$ cat src/rtl/uc_pkg.sv
`default_nettype none
// ============================================================================
// Module   : uc_pkg
// Purpose  : Shared definitions for the multicycle control unit: FSM state
//            encodings, opcode constants, instruction classes and ALU codes.
// Ports    : none (package)
// Revision : 1.0 - initial release
// ============================================================================
package uc_pkg;

  // FSM state encodings
  typedef logic [2:0] state_t;
  localparam state_t S_FETCH  = 3'd0;
  localparam state_t S_DECODE = 3'd1;
  localparam state_t S_EXEC   = 3'd2;
  localparam state_t S_BRANCH = 3'd3;
  localparam state_t S_HALT   = 3'd4;

  // Opcode constants
  localparam logic [5:0] OP_J       = 6'b000100;
  localparam logic [5:0] OP_JZ      = 6'b000101;
  localparam logic [5:0] OP_JNZ     = 6'b000110;
  localparam logic [5:0] OP_NOP     = 6'b000111;
  localparam logic [3:0] OP_LI_PFX  = 4'b0000;   // 0000xx
  localparam logic       OP_ALU_PFX = 1'b1;      // 1xxxxx

  // ALU operation codes
  localparam logic [2:0] ALU_000 = 3'b000;
  localparam logic [2:0] ALU_001 = 3'b001;
  localparam logic [2:0] ALU_010 = 3'b010;
  localparam logic [2:0] ALU_011 = 3'b011;
  localparam logic [2:0] ALU_100 = 3'b100;
  localparam logic [2:0] ALU_101 = 3'b101;
  localparam logic [2:0] ALU_110 = 3'b110;
  localparam logic [2:0] ALU_111 = 3'b111;

  // Instruction classes produced by the decoder
  typedef enum logic [2:0] {
    CLS_NOP = 3'd0,
    CLS_ALU = 3'd1,
    CLS_LI  = 3'd2,
    CLS_J   = 3'd3,
    CLS_JZ  = 3'd4,
    CLS_JNZ = 3'd5,
    CLS_ILL = 3'd6
  } cls_t;

endpackage
`default_nettype wire

$ cat src/rtl/uc_decode.sv
`default_nettype none
// ============================================================================
// Module   : uc_decode
// Purpose  : Combinational opcode classifier for the multicycle control unit.
// Ports    : op_q   (in,  6) latched opcode
//            cls    (out, cls_t) instruction class
//            op_alu (out, 3) ALU operation, 000 unless ALU class
// Revision : 1.0 - initial release
// ============================================================================
module uc_decode
  import uc_pkg::*;
(
  input  logic [5:0] op_q,
  output cls_t       cls,
  output logic [2:0] op_alu
);

  always_comb begin
    cls    = CLS_ILL;
    op_alu = ALU_000;
    if (op_q[5] == OP_ALU_PFX) begin
      cls    = CLS_ALU;
      op_alu = op_q[4:2];
    end else if (op_q[5:2] == OP_LI_PFX) begin
      cls = CLS_LI;
    end else begin
      // Remaining space: 0001xx are jumps/NOP, 001xxx and 01xxxx illegal
      case (op_q)
        OP_J:    cls = CLS_J;
        OP_JZ:   cls = CLS_JZ;
        OP_JNZ:  cls = CLS_JNZ;
        OP_NOP:  cls = CLS_NOP;
        default: cls = CLS_ILL;
      endcase
    end
  end

endmodule
`default_nettype wire

$ cat src/rtl/uc_multiciclo.sv
`default_nettype none
// ============================================================================
// Module   : uc_multiciclo
// Purpose  : Multicycle control unit. FETCH -> DECODE -> EXEC/BRANCH -> FETCH,
//            with an absorbing HALT state for illegal opcodes.
// Ports    : clk, reset (sync, active-high)
//            opcode (6), imem_ack, z        : inputs
//            imem_req, s_inc, s_inm, we3, wez, pc_we, op_alu (3) : strobes
//            halted, retired (CNTW)         : status
// Revision : 1.0 - initial release
// ============================================================================
module uc_multiciclo
  import uc_pkg::*;
#(
  parameter int CNTW            = 16,
  parameter bit HALT_ON_ILLEGAL = 1'b1
) (
  input  logic            clk,
  input  logic            reset,
  input  logic [5:0]      opcode,
  input  logic            z,
  input  logic            imem_ack,
  output logic            imem_req,
  output logic            s_inc,
  output logic            s_inm,
  output logic            we3,
  output logic            wez,
  output logic            pc_we,
  output logic [2:0]      op_alu,
  output logic            halted,
  output logic [CNTW-1:0] retired
);

  localparam logic [CNTW-1:0] CNT_ONE = {{(CNTW-1){1'b0}}, 1'b1};

  state_t     state, state_nx;
  logic [5:0] op_q;
  cls_t       cls;
  logic [2:0] dec_alu;
  logic       taken;

  // Unqualified strobes from the FSM; reset masks them below
  logic       req_fsm, pc_we_fsm, we3_fsm, wez_fsm, s_inm_fsm, s_inc_fsm;
  logic [2:0] alu_fsm;

  uc_decode u_decode (
    .op_q   (op_q),
    .cls    (cls),
    .op_alu (dec_alu)
  );

  always_ff @(posedge clk) begin
    if (reset) begin
      state   <= S_FETCH;
      op_q    <= OP_NOP;
      retired <= '0;
    end else begin
      state <= state_nx;
      if (state == S_FETCH && imem_ack)
        op_q <= opcode;
      // Counter wraps naturally at 2^CNTW
      if (state == S_EXEC || state == S_BRANCH)
        retired <= retired + CNT_ONE;
    end
  end

  always_comb begin
    state_nx = state;
    case (state)
      S_FETCH:  state_nx = imem_ack ? S_DECODE : S_FETCH;
      S_DECODE: begin
        case (cls)
          CLS_J, CLS_JZ, CLS_JNZ: state_nx = S_BRANCH;
          CLS_ILL:                state_nx = HALT_ON_ILLEGAL ? S_HALT : S_EXEC;
          default:                state_nx = S_EXEC;
        endcase
      end
      S_EXEC:   state_nx = S_FETCH;
      S_BRANCH: state_nx = S_FETCH;
      S_HALT:   state_nx = S_HALT;
      default:  state_nx = S_FETCH;
    endcase
  end

  // z is used only here, i.e. only in the BRANCH cycle
  always_comb begin
    case (cls)
      CLS_J:   taken = 1'b1;
      CLS_JZ:  taken = z;
      CLS_JNZ: taken = ~z;
      default: taken = 1'b0;
    endcase
  end

  always_comb begin
    req_fsm   = 1'b0;
    pc_we_fsm = 1'b0;
    we3_fsm   = 1'b0;
    wez_fsm   = 1'b0;
    s_inm_fsm = 1'b0;
    s_inc_fsm = 1'b1;
    alu_fsm   = ALU_000;
    case (state)
      S_FETCH: req_fsm = 1'b1;
      S_DECODE: ;
      S_EXEC: begin
        pc_we_fsm = 1'b1;
        case (cls)
          CLS_ALU: begin
            we3_fsm = 1'b1;
            wez_fsm = 1'b1;
            alu_fsm = dec_alu;
          end
          CLS_LI: begin
            we3_fsm   = 1'b1;
            s_inm_fsm = 1'b1;
          end
          default: ;  // NOP or tolerated illegal: advance PC only
        endcase
      end
      S_BRANCH: begin
        pc_we_fsm = 1'b1;
        s_inc_fsm = ~taken;
      end
      S_HALT: s_inc_fsm = 1'b0;
      default: ;
    endcase
  end

  // Reset aborts an instruction in flight: no write strobe while it is high
  assign imem_req = req_fsm   & ~reset;
  assign pc_we    = pc_we_fsm & ~reset;
  assign we3      = we3_fsm   & ~reset;
  assign wez      = wez_fsm   & ~reset;
  assign s_inm    = s_inm_fsm & ~reset;
  assign s_inc    = s_inc_fsm;
  assign op_alu   = alu_fsm;
  assign halted   = (state == S_HALT) & ~reset;

endmodule
`default_nettype wire

$ cat config.mk
export PLATFORM = sky130hd
export DESIGN_NAME = uc_multiciclo
export DESIGN_NICKNAME = d
export VERILOG_FILES = /design/src/rtl/uc_pkg.sv /design/src/rtl/uc_decode.sv /design/src/rtl/uc_multiciclo.sv
export SDC_FILE = /design/constraint.sdc
export NUM_CORES = 1
export LEC_CHECK = 0
export ABC_AREA = 0
export CAP_MARGIN = 15
export CORE_MARGIN = 2
export CORE_UTILIZATION = 42
export CTS_BUF_LIST = sky130_fd_sc_hd__clkbuf_4 sky130_fd_sc_hd__clkbuf_8 sky130_fd_sc_hd__clkbuf_16
export DETAILED_ROUTE_END_ITERATION = 16
export GPL_ROUTABILITY_DRIVEN = 0
export GPL_TIMING_DRIVEN = 1
export HOLD_SLACK_MARGIN = 0.08
export PLACE_DENSITY = 0.74
export SYNTH_ARGS = -nofsm -noshare
export SYNTH_HDL_FRONTEND = slang
export SYNTH_SLANG_ARGS = --single-unit
$ cat constraint.sdc
create_clock -name clk -period 1.39 [get_ports clk]
set_input_delay 0.278 -clock clk [delete_from_list [all_inputs] [get_ports clk]]
set_output_delay 0.278 -clock clk [all_outputs]
set_load 0.005 [all_outputs]
Word-level counts from Yosys, hierarchy flattened

Index checks and enable logic that the tools add are counted.
Widths: inputs -> output; s select.

Flip-flop bits (word level): 25
Bits of input ports: 10
Output and inout bits: 26
Logic and storage cells: 53

$add $sub $neg: 1
Equality and inequality tests: 14
Mux-type cells: 19
Bitwise logic cells: 9
Reductions and logical operators: 7

Operators by type and width:

| cell                  | count |
|---|---|
| $eq 6x3->1 const B    | 4 |
| $add 16x1->16 const B | 1 |
| $mux 3                | 5 |
| $eq 3x2->1 const B    | 4 |
| $eq 3x3->1 const B    | 4 |
| $pmux 3 s4            | 1 |
| $mux 1                | 9 |
| $pmux 3 s3            | 1 |
| $and 1x1->1           | 6 |
| $eq 3x1->1 const B    | 2 |
| $pmux 3 s2            | 1 |
| $logic_not 4->1       | 1 |
| $reduce_or 2->1       | 2 |
| $logic_not 3->1       | 1 |
| $not 1->1             | 3 |
| $pmux 1 s3            | 1 |
| $reduce_or 3->1       | 1 |
| $pmux 1 s2            | 1 |
| $logic_and 1x1->1     | 1 |
| $logic_or 1x1->1      | 1 |

Logic depth before layout (Yosys ltp)

Depth after elaboration: 9
Depth in mapped cells: 5
Mapped depth without buffers: 5

Cells and area by module

Synthesis repeated with hierarchy kept, for this count alone.

Cell total of the unflattened synthesis: 155
Area, all modules: 1338.8 sq um

By module, submodules not included:

| module        | times used | cells each | area an instance (sq um) | sequential area each (sq um) |
|---|---|---|---|---|
| uc_multiciclo | 1          | 144        | 1270.0                   | 500.5 |
| uc_decode     | 1          | 11         | 68.8                     | 0.0 |

Least setup slack after synthesis

Ideal clock, no wire load.

Path kind: register to register
Start: reg state[2]
End: reg op_q[0]
Library setup time: 0.120 ns
Arrival: 1.268 ns
Required time: 1.270 ns
Slack: 0.002 ns
Stages on the path, launching flop included: 5
Path buffers: 1
Period minus slack after synthesis: 1.388 ns
Cells stage by stage: dfxtp_1 buf_6 nor4b_4 nor2b_1 a211o_1

Longest elaborated chain between the ends: 2

RTL lines:

| item                     | line                | source |
|---|---|---|
| start: declaration       | uc_multiciclo.sv:36 | `state_t state, state_nx;` |
| start signal: assignment | uc_multiciclo.sv:58 | `state <= state_nx;` |
| $logic_not 3->1          | uc_multiciclo.sv:59 | `if (state == S_FETCH && imem_ack)` |
| $logic_and 1x1->1        | uc_multiciclo.sv:59 |  |
| end signal: assignment   | uc_multiciclo.sv:60 | `op_q <= opcode;` |
| end: declaration         | uc_multiciclo.sv:37 | `logic [5:0] op_q;` |

Every way passes these cells.
A chain may end at the register's enable or synchronous reset.

Worst setup path after layout

Start: reg state[2]
End: out s_inm

Longest elaborated chain between the ends: 3

RTL lines:

| item             | line                 | source |
|---|---|---|
| $eq 3x2->1       | uc_multiciclo.sv:103 | `case (state)` |
| $mux 1           | uc_multiciclo.sv:103 |  |
| $and 1x1->1      | uc_multiciclo.sv:135 | `assign s_inm = s_inm_fsm & ~reset;` |
| end: declaration | uc_multiciclo.sv:25  | `output logic s_inm,` |

Every way passes these cells.

==> out/summary.txt <==
Slew HR = 68.9%
Synth Warn # = 0
failing checks = negative setup slack
CP max FO = 3
share of cells above drive strength 1 = 57.3%
worst-case clock buffer depth = 2
hold_buf cts = 0
skew final = 0.0124 ns
DR vias = 1481
height of the chip = 58.5 microns
Post-Route WL = 4.96 mm
drt drc = 0
slowest CP cell = dfxtp_2
Final HPWL DP = 2.27 mm
die area = 3420 sq um
# IOs = 36
max incr delay on CP = 0.36 ns
number of synthesized flops with an enable pin = 0
unrepaired setup endpoints after global routing = yes
antenna cell count = 0
first-pass GRT wire length = 5.95 mm
endpoints failing hold = 0
total power = 1500 uW
Combinational Power Share = 23.8%
Syn Nets = 150
pwr/cell area = 627 nW/um^2
r2r setup slk = -0.27 ns
part of the power in registers = 51.6%
pins over their slew limit = 0
Commonest cells post-synth = 25 x dfxtp_1, 25 x nor2_1, 8 x xnor2_1, 7 x nor3_1, 6 x nor2b_1
FF+latch count, synth = 25
number of DRC markers in iteration 0 = 65
Worst Hold Path EP = op_q[1]
antenna viol nets, final = 0
Vias/cell = 5.59
switch share = 30.2%
critical path type = reg2out
WL per Instance = 18.7 microns
period utilization = 125%
Crit Reg-Reg Endpoint = op_q[5]
post-synth cell types = 34
Core Area = 2780 sq um
Area Growth Syn to Fin = 91.9%
min-delay worst type = in2reg
mapped cell area = 1250 sq um
CTS tree = built
CP Cell Sequence = nand2b_4, buf_4, buf_6, nor2_4, and3_4, buf_6
DIE WIDTH = 58.5 microns
clock sinks = 25
Area contributors post-synth = dfxtp_1 40%, nor2_1 7.5%, xnor2_1 5.6%, mux2i_1 3.2%, nor2b_1 3.0%
crit end category = primary output
switching power = 452 uW
static leakage = 0.00118 uW
TritonCTS buffer count = 3
post-synthesis instance total = 139
worst-case reg-to-reg path depth = 7
Worst-Margin Slew = 0.467 ns
most frequent CP cell = buf_6
post-synthesis sequential area ratio = 40.1%
maximum clock rate = 0.573 GHz
Worst-path clk slew = 0.15 ns
Pint = 1050 uW
CP startpoint kind = register
area share of the largest cell type after synthesis = 40.1%
Final min period = 1.74 ns
FP Rows = 19
fin nets = 246
Final WS setup = -0.354 ns
Initial Util = 44.8%
Placed Area = 1820 sq um
critical path required time = 1.11 ns
Clk network pwr share = 24.6%
largest net degree at the start of global routing = 17
mean post-synth cell area = 8.97 sq um
vias in the first global route = 1414
CTS root buf = clkbuf_4
Synth async-reset ratio = 0%
ys flop type = dfxtp_1
max-cap check violation count = 0
Arr. time, crit path = 1.47 ns
Hold Path Depth = 2
Hold Crit Start = opcode[1]
H-tree Lvls = 1
RR Startpoint = state[2]
gr ovfl total = 0
total global-route track usage = 22.3%
port buffer count = 35
clk_lat worst skew = 0.34 ns
VDD IR-drop max = 0.793 mV
initial antenna violation count = 0
final setup fails = 30
outcome = finished, violations left
largest area contributor in the netlist = dfxtp_1
DRT Pass-1 Iters = 4
final instance area = 2390 sq um
-- worst max-delay path by stage --
stage               slack, ns  cells past startpoint      end      from
floorplan               0.002                      4  op_q[0]  state[2]
global placement        -0.53                      3      we3     reset
detailed placement      -0.55                      3      we3     reset
CTS                     -0.34                      6      wez  state[2]
global route            -0.39                      5      we3  state[2]
finish                  -0.35                      6    s_inm  state[2]
-- flip-flops by register name, summed over array words and instances (netlist names) --
register  flops
retired      16
state         3
op_q          6
-- per-stage QoR --
| step | utilization, % | hold slack (ns) | std cells | setup TNS, ns | worst slack, ns |
|---|---|---|---|---|---|
| 2_1_floorplan | - | 0.396 | 139 | 0 | 0.00192 |
| 3_3_place_gp | 65.6 | 0.537 | 229 | -5.63 | -0.534 |
| 3_5_place_dp | 65.6 | 0.556 | 229 | -6.49 | -0.547 |
| 4_1_cts | 76.0 | 0.532 | 258 | -2.79 | -0.343 |
| 5_1_grt | 86.1 | 0.538 | 265 | -6.95 | -0.389 |
| 6_report | 86.1 | 0.516 | 265 | -5.73 | -0.354 |
-- what timing repair did --
| item | 4_1_cts | 5_1_grt |
|---|---|---|
| endpoints found under the hold margin | 0 | 0 |
| pin swaps | 11 | 25 |
| resized for setup | 105 | 44 |
| setup endpoints to repair | 32 | 30 |
| gates cloned | 1 | 0 |
| setup buffers | 24 | 7 |
-- final cells by class --
class	instances	area (sq um)
clock buffer	3	22.5
clock inverter	1	7.51
fill	145	388
inverter	4	15.0
multi-input combinational	104	946
sequential	25	537
tap	31	38.8
timing repair buffer	97	827
-- critical path, delay by kind of cell, from the launching register on --
| family | cells | cell delay, ns |
|---|---|---|
| flip-flops | 1 | 0.36 |
| buffers and inverters | 3 | 0.36 |
| AND/OR/NAND/NOR | 3 | 0.42 |
-- power by group through the flow --
stage	Clock [uW]	Sequential, uW	Combinational (uW)
final	370	774	356
after detailed placement	0	775	236
after global placement	0	775	231
after CTS	350	763	282
after global routing	383	776	375
after floorplan	0	776	118
-- placed cells by master, fill, tap and decap left out, types with 3 or more instances in the layout --
master / Yosys / routed
a211o_1: 3 / 3
a21oi_1: 4 / 4
and2_1: 4 / 4
buf_2: 0 / 8
buf_4: 0 / 44
buf_6: 2 / 21
clkbuf_4: 0 / 3
clkdlybuf4s50_1: 0 / 8
dfxtp_2: 0 / 20
dfxtp_4: 0 / 3
dlygate4sd2_1: 0 / 16
inv_1: 4 / 4
mux2i_1: 4 / 3
nand2_1: 5 / 5
nand4_1: 5 / 5
nor2_1: 25 / 22
nor2_4: 0 / 4
nor2b_1: 6 / 4
nor3_4: 0 / 5
nor4_4: 0 / 5
xnor2_1: 8 / 7
xor2_1: 3 / 3
-- per-layer routing --
layer / vias to the layer above / global-route usage [%] / share of wire [%]
li1: 676 / - / -
met1: 730 / 25.5 / 39
met2: 56 / 41.7 / 53
met3: 19 / 3.08 / 3.9
met4: 0 / 7.64 / 4.0
met5: - / 0 / 0
-- logic make-up (layout without fill, tap and decap cells) --
kind of cell / Yosys count / after routing / synth area share, %
mux: 5 / 5 / 4.11
fa+ha+maj: 1 / 1 / 1.00
xor+xnor: 11 / 11 / 7.72
compound gates: 13 / 13 / 7.82
flops: 25 / 25 / 40.1
buf+inv: 10 / 105 / 4.21
simple gates: 74 / 74 / 35.0
Power figures use the tool's default switching activity.
